<file path="config.mk">
export PLATFORM = sky130hd
export DESIGN_NAME = mips_instr_fetch
export DESIGN_NICKNAME = d
export VERILOG_FILES = /design/src/rtl/mips_pkg.sv /design/src/rtl/mips_pc_next.sv /design/src/rtl/mips_instr_fetch.sv
export SDC_FILE = /design/constraint.sdc
export NUM_CORES = 1
export LEC_CHECK = 0
export BUFFER_PORTS_ARGS = -buffer_cell sky130_fd_sc_hd__buf_4
export CAP_MARGIN = 20
export CORE_MARGIN = 5
export CORE_UTILIZATION = 35
export CTS_BUF_LIST = sky130_fd_sc_hd__clkbuf_4
export CTS_CLUSTER_SIZE = 10
export DETAILED_ROUTE_END_ITERATION = 10
export GPL_ROUTABILITY_DRIVEN = 0
export PLACE_DENSITY = 0.52
export SYNTH_ARGS = -nofsm -noshare
export SYNTH_HDL_FRONTEND = slang
export SYNTH_SLANG_ARGS = --single-unit
export TNS_END_PERCENT = 1
</file>
<file path="constraint.sdc">
create_clock -name clk -period 6.8 [get_ports clk]
set_input_delay 1.36 -clock clk [delete_from_list [all_inputs] [get_ports clk]]
set_output_delay 1.36 -clock clk [all_outputs]
set_load 0.05 [all_outputs]
</file>
<file path="src/rtl/mips_pkg.sv">
// Definitions shared by the MIPS fetch stage and the control block: fetch
// states, opcode values and instruction field positions.
package mips_pkg;

  typedef enum logic [1:0] {
    IDLE  = 2'd0,
    FETCH = 2'd1,
    HOLD  = 2'd2
  } state_e;

  localparam logic [5:0] OP_RTYPE = 6'h00;
  localparam logic [5:0] OP_LW    = 6'h23;
  localparam logic [5:0] OP_SW    = 6'h2B;
  localparam logic [5:0] OP_BEQ   = 6'h04;

  localparam int OPCODE_LSB = 26;
  localparam int RS_LSB     = 21;
  localparam int RT_LSB     = 16;
  localparam int RD_LSB     = 11;
  localparam int FUNCT_LSB  = 0;
  localparam int IMM_LSB    = 0;

endpackage

</file>
<file path="src/rtl/mips_pc_next.sv">
// Next-PC adder: pc + 4, plus the word-scaled sign-extended immediate when a
// branch is taken. All arithmetic wraps modulo 2^PC_W.
module mips_pc_next #(
  parameter int PC_W = 16
) (
  input  logic [PC_W-1:0] pc,
  input  logic [15:0]     imm,
  input  logic            take,
  output logic [PC_W-1:0] pc_next
);

  // Work wide enough that the sign-extended, shifted immediate never loses
  // bits before the final wrap to PC_W.
  localparam int WW = PC_W + 18;

  assign pc_next = PC_W'(WW'(pc) + WW'(4)
                         + (take ? (WW'(signed'(imm)) << 2) : WW'(0)));

endmodule

</file>
<file path="src/rtl/mips_instr_fetch.sv">
// Byte-serial instruction fetch: assembles big-endian 32-bit words, holds the
// split fields until consumed, and owns the program counter.
module mips_instr_fetch
  import mips_pkg::*;
#(
  parameter int              PC_W     = 16,
  parameter logic [PC_W-1:0] RESET_PC = '0
) (
  input  logic            clk,
  input  logic            rst_n,
  input  logic [7:0]      byte_in,
  input  logic            byte_valid,
  output logic            byte_ready,
  output logic            fetch_req,
  output logic [PC_W-1:0] pc,
  output logic            instr_valid,
  input  logic            instr_ready,
  input  logic            branch,
  input  logic            zero,
  output logic [5:0]      opcode,
  output logic [4:0]      rs,
  output logic [4:0]      rt,
  output logic [4:0]      rd,
  output logic [5:0]      funct,
  output logic [15:0]     imm
);

  state_e          state;
  logic [1:0]      count;
  logic [31:0]     instr;
  logic [PC_W-1:0] pc_next;
  logic            accept;
  logic            consume;

  assign byte_ready  = (state == FETCH);
  assign fetch_req   = (state == FETCH);
  assign instr_valid = (state == HOLD);

  assign accept  = byte_valid & byte_ready;
  assign consume = instr_valid & instr_ready;

  assign opcode = instr[OPCODE_LSB +: 6];
  assign rs     = instr[RS_LSB +: 5];
  assign rt     = instr[RT_LSB +: 5];
  assign rd     = instr[RD_LSB +: 5];
  assign funct  = instr[FUNCT_LSB +: 6];
  assign imm    = instr[IMM_LSB +: 16];

  mips_pc_next #(
    .PC_W (PC_W)
  ) u_pc_next (
    .pc      (pc),
    .imm     (imm),
    .take    (branch & zero),
    .pc_next (pc_next)
  );

  // NOTE: state registers use non-blocking assignments so every flop samples
  // pre-edge values; the instruction register is small enough to reset too.
  always_ff @(posedge clk or negedge rst_n) begin
    if (!rst_n) begin
      state <= IDLE;
      count <= '0;
      instr <= '0;
      pc    <= RESET_PC;
    end else begin
      case (state)
        IDLE: begin
          state <= FETCH;
          count <= '0;
        end
        FETCH: begin
          if (accept) begin
            // Byte slot 3-count is ~count for a 2-bit counter: MSB byte first.
            instr[{~count, 3'b000} +: 8] <= byte_in;
            count <= count + 2'd1;
            if (count == 2'd3) state <= HOLD;
          end
        end
        HOLD: begin
          if (consume) begin
            pc    <= pc_next;
            state <= FETCH;
          end
        end
        default: state <= IDLE;
      endcase
    end
  end

endmodule

</file>
==> summary.md <==
| Metric | Value |
|---|---|
| Layout area overhead | 20.59% |
| Layout cell share with drive strength beyond 1 | a little over a fifth |
| Hold buffers post-CTS | 0 |
| Outcome | finished clean |
| CTS H-tree lvls | 2 |
| # fillers | 851 |
| WL per Instance | approximately 15 µm |
| CP Data Arrival Time | between 3 and 4 ns |
| IO Count | 76 |
| Ant diodes | 0 |
| Total grt overflow | 0 |
| HP Class | reg2reg |
| Initial DRC Count | 43 |
| Mapped cell area | ~3000 µm² |
| Worst Setup Path Type | in2reg |
| Port bufs | 73 |
| Worst setup SP type | input pin |
| Die W | between 100 and 150 µm |
| Maximum clock rate | approximately 300 MHz |
| Clock sinks | 50 |
| Residual DRC | 0 |
| Nets@finish | between 400 and 500 |
| Crit Path Max Fanout | 14 |
| Cell internal pwr | between 600 and 700 µW |
| Synth unique cells | 43 |
| Clock share of power | between 10 and 15% |
| Vias/cell | between 4 and 5 |
| Max_slew headroom | 39.98% |
| Worst skew pair latency | roughly 0.38 ns |
| # setup viols final | 0 |
| Worst clock skew | just under 0.01 ns |
| First-pass GRT wire length | 12.50 mm |
| Post-CTS setup repair buffer count | 0 |
| Pwr dens | between 300 and 400 nW/µm² |
| Leak Pwr | approximately 1.9 nW |
| Reg clk slew, reported paths | between 0.15 and 0.2 ns |
| Worst-margin pin slew | 0.8982 ns |
| CTS Buf Count | 5 |
| CTS tree | yes |
| Starting density of the core | roughly 36% |
| Total negative slack | 0 ns |
| Hold Vio Cnt, Final | 0 |
| Critical Path Sink Type | register |
| WP data required | around 7 ns |
| Placed cells | between 400 and 500 |
| Worst vdd ir | approximately 0.00023 V |
| Gate power share | around 53% |
| Psw | between 600 and 700 µW |
| Final period utilization | between 40% and 50% |
| DRT Pass-1 Iters | 4 |
| Max-Cap Viols | 0 |
| Core footprint | a little over 8000 µm² |
| Clock Tree Root | clkbuf_4 |
| DRT antenna net count | 0 |
| Reg power frac | 32.9% |
| Fin. max-slew vios | 0 |
| Cts repair resizes | 0 |
| Die Span Y | about 100 µm |
| Row cnt | 33 |
| Die area | between 10,000 and 15,000 µm² |
| Avg Inst Size Synth | roughly 9 µm² |
| Final WL | about 7.6 mm |
| Antenna violations before repair | 0 |
| Post-DP HPWL | about 5.9 mm |
| Global router's overall resource usage | between 10% and 20% |
| Min Clock Period, post-route | 3.350 ns |
| Yosys warnings | 0 |
| Synth Instances | roughly 340 |
| Sw Share | between 50% and 60% |
| RSZ-0062 raised after global routing | false |
| Routed vias | between 2,000 and 2,500 |
| CTS max path bufs | 2 |
| Non-filler cells, final | 507 |
| Vias in the first global route | between 2,000 and 2,500 |
| Seq/Total Area, Yosys | between 40% and 50% |
| Synth Register Bits | 50 |
| Pin count of the biggest net entering global routing | just over 50 |
layout make-up:
class	count	area [µm²]	area share (%)
inverter	11	41.29	1.134
multi-input combinational	260	1585	43.52
timing repair buffer	73	548.0	15.05
sequential	50	1251	34.35
tap	105	131.4	3.607
clock buffer	5	37.54	1.031
clock inverter	3	47.55	1.305
worst max-delay path, cell delays in order:
cell      delay, ns
buf_4          0.15
and3_1         0.19
ha_1           0.29
ha_1           0.31
a211oi_1       0.25
nor2_1         0.11
o31ai_1        0.51
o31ai_1        0.19
xnor2_1        0.16
o21ai_1        0.07
logic make-up (layout without fill, tap and decap cells):
family | count (synthesis) | count (layout) | share of synthesized area [%]
other | 1 | 2 | 0.1242
AND/OR/NAND/NOR | 140 | 140 | 20.75
adder cells (fa/ha/maj) | 31 | 31 | 13.09
flip-flops | 50 | 50 | 41.43
AO/OA/AOI/OAI | 77 | 77 | 14.95
buffers and inverters | 35 | 92 | 6.213
multiplexers | 2 | 2 | 1.118
XOR/XNOR | 8 | 8 | 2.320
cells in the final DEF, fill, tap and decap left out, drive strengths merged, types with 2 or more instances in the layout:
master  Yosys  final
nand2      92     92
buf        18     73
o21ai      51     51
dfrtp      50     50
ha         30     30
inv        11     13
and3       12     12
nor2        9      9
nand3       6      6
o31ai       5      5
a21oi       5      5
xnor2       5      5
clkbuf      6      5
nor3        4      4
xor2        3      3
o21a        3      3
nand2b      3      3
a21o        3      3
nor3b       3      3
nor2b       2      2
a211oi      2      2
nand4b      2      2
a22o        2      2
conb        1      2
and2b       2      2
per-layer routing:
metal	wire length [µm]	share of wire, %	global-route usage, %	vias to the layer above
met4	49	0.64	3.287	0
li1	-	-	-	1275
met2	3688	49	24.72	51
met5	0	0	0	-
met3	379	5.0	3.248	5
met1	3481	46	20.20	1144
sequential cells by signal, indices dropped and copies added (netlist names):
register / cells
instr: 32
count: 2
pc: 14
state: 2
synth_stat cells:
cell type,instances,area [µm²]
o41ai_1,1,8.760
nand2_1,92,345.3
a22oi_1,1,7.510
o21ai_0,14,70.07
or4_1,1,7.510
ha_1,30,375.4
nor3_1,4,20.02
and2_1,1,6.260
fa_1,1,20.02
mux4_2,1,22.52
buf_2,3,15.01
nand3b_1,1,7.510
o311a_1,1,10.01
a21oi_1,5,25.02
xnor2_1,5,43.79
conb_1,1,3.750
o41a_1,1,11.26
nor2b_1,2,12.51
buf_1,1,3.750
a21bo_2,1,10.01
nor3b_1,3,22.52
inv_1,11,41.29
mux2_1,1,11.26
nand2b_1,3,18.77
clkbuf_1,6,22.52
nand4b_1,2,17.52
and3_1,12,75.07
dfrtp_1,50,1251
o31ai_1,5,37.54
nor2_1,9,33.78
buf_4,14,105.1
o21ai_1,37,185.2
and2b_4,1,10.01
a21o_1,3,22.52
or2_2,1,6.260
or3_1,1,6.260
and2b_1,1,7.510
o21a_1,3,22.52
o22a_1,1,8.760
xor2_1,3,26.28
a211oi_1,2,15.01
a22o_1,2,17.52
nand3_1,6,30.03
metrics by stage:
stage / area, µm² / hold WS, ns / utilization (%) / setup WS, ns / total power, mW
floorplan: 3024 / 0.4830 / - / 3.341 / 0.9536
global placement: 3557 / 0.4642 / 42.86 / 3.110 / 1.145
detailed placement: 3557 / 0.4767 / 42.86 / 3.034 / 1.150
CTS: 3642 / 0.5147 / 43.89 / 3.472 / 1.345
global route: 3642 / 0.5303 / 43.89 / 3.248 / 1.413
finish: 3642 / 0.5093 / 43.89 / 3.450 / 1.327
path summary, 6_finish.rpt:
check	end	startpoint	slack (ns)	depth (start not counted)
max in group asynchronous	instr[12]	rst_n	5.38	1
max reg2reg	pc[11]	instr[1]	4.13	11
min in group asynchronous	instr[19]	rst_n	0.99	1
max	pc[14]	branch	3.45	10
min reg2reg	instr[21]	instr[21]	0.51	2
min	instr[21]	instr[21]	0.51	2
power groups by stage:
stage / logic, mW / registers, mW / clock network (mW)
CTS: 0.707 / 0.438 / 0.200
detailed placement: 0.708 / 0.442 / 0
global route: 0.754 / 0.448 / 0.211
floorplan: 0.302 / 0.651 / 0
finish: 0.698 / 0.436 / 0.193
global placement: 0.704 / 0.442 / 0
Note: power is estimated with default switching activity, not from simulation.
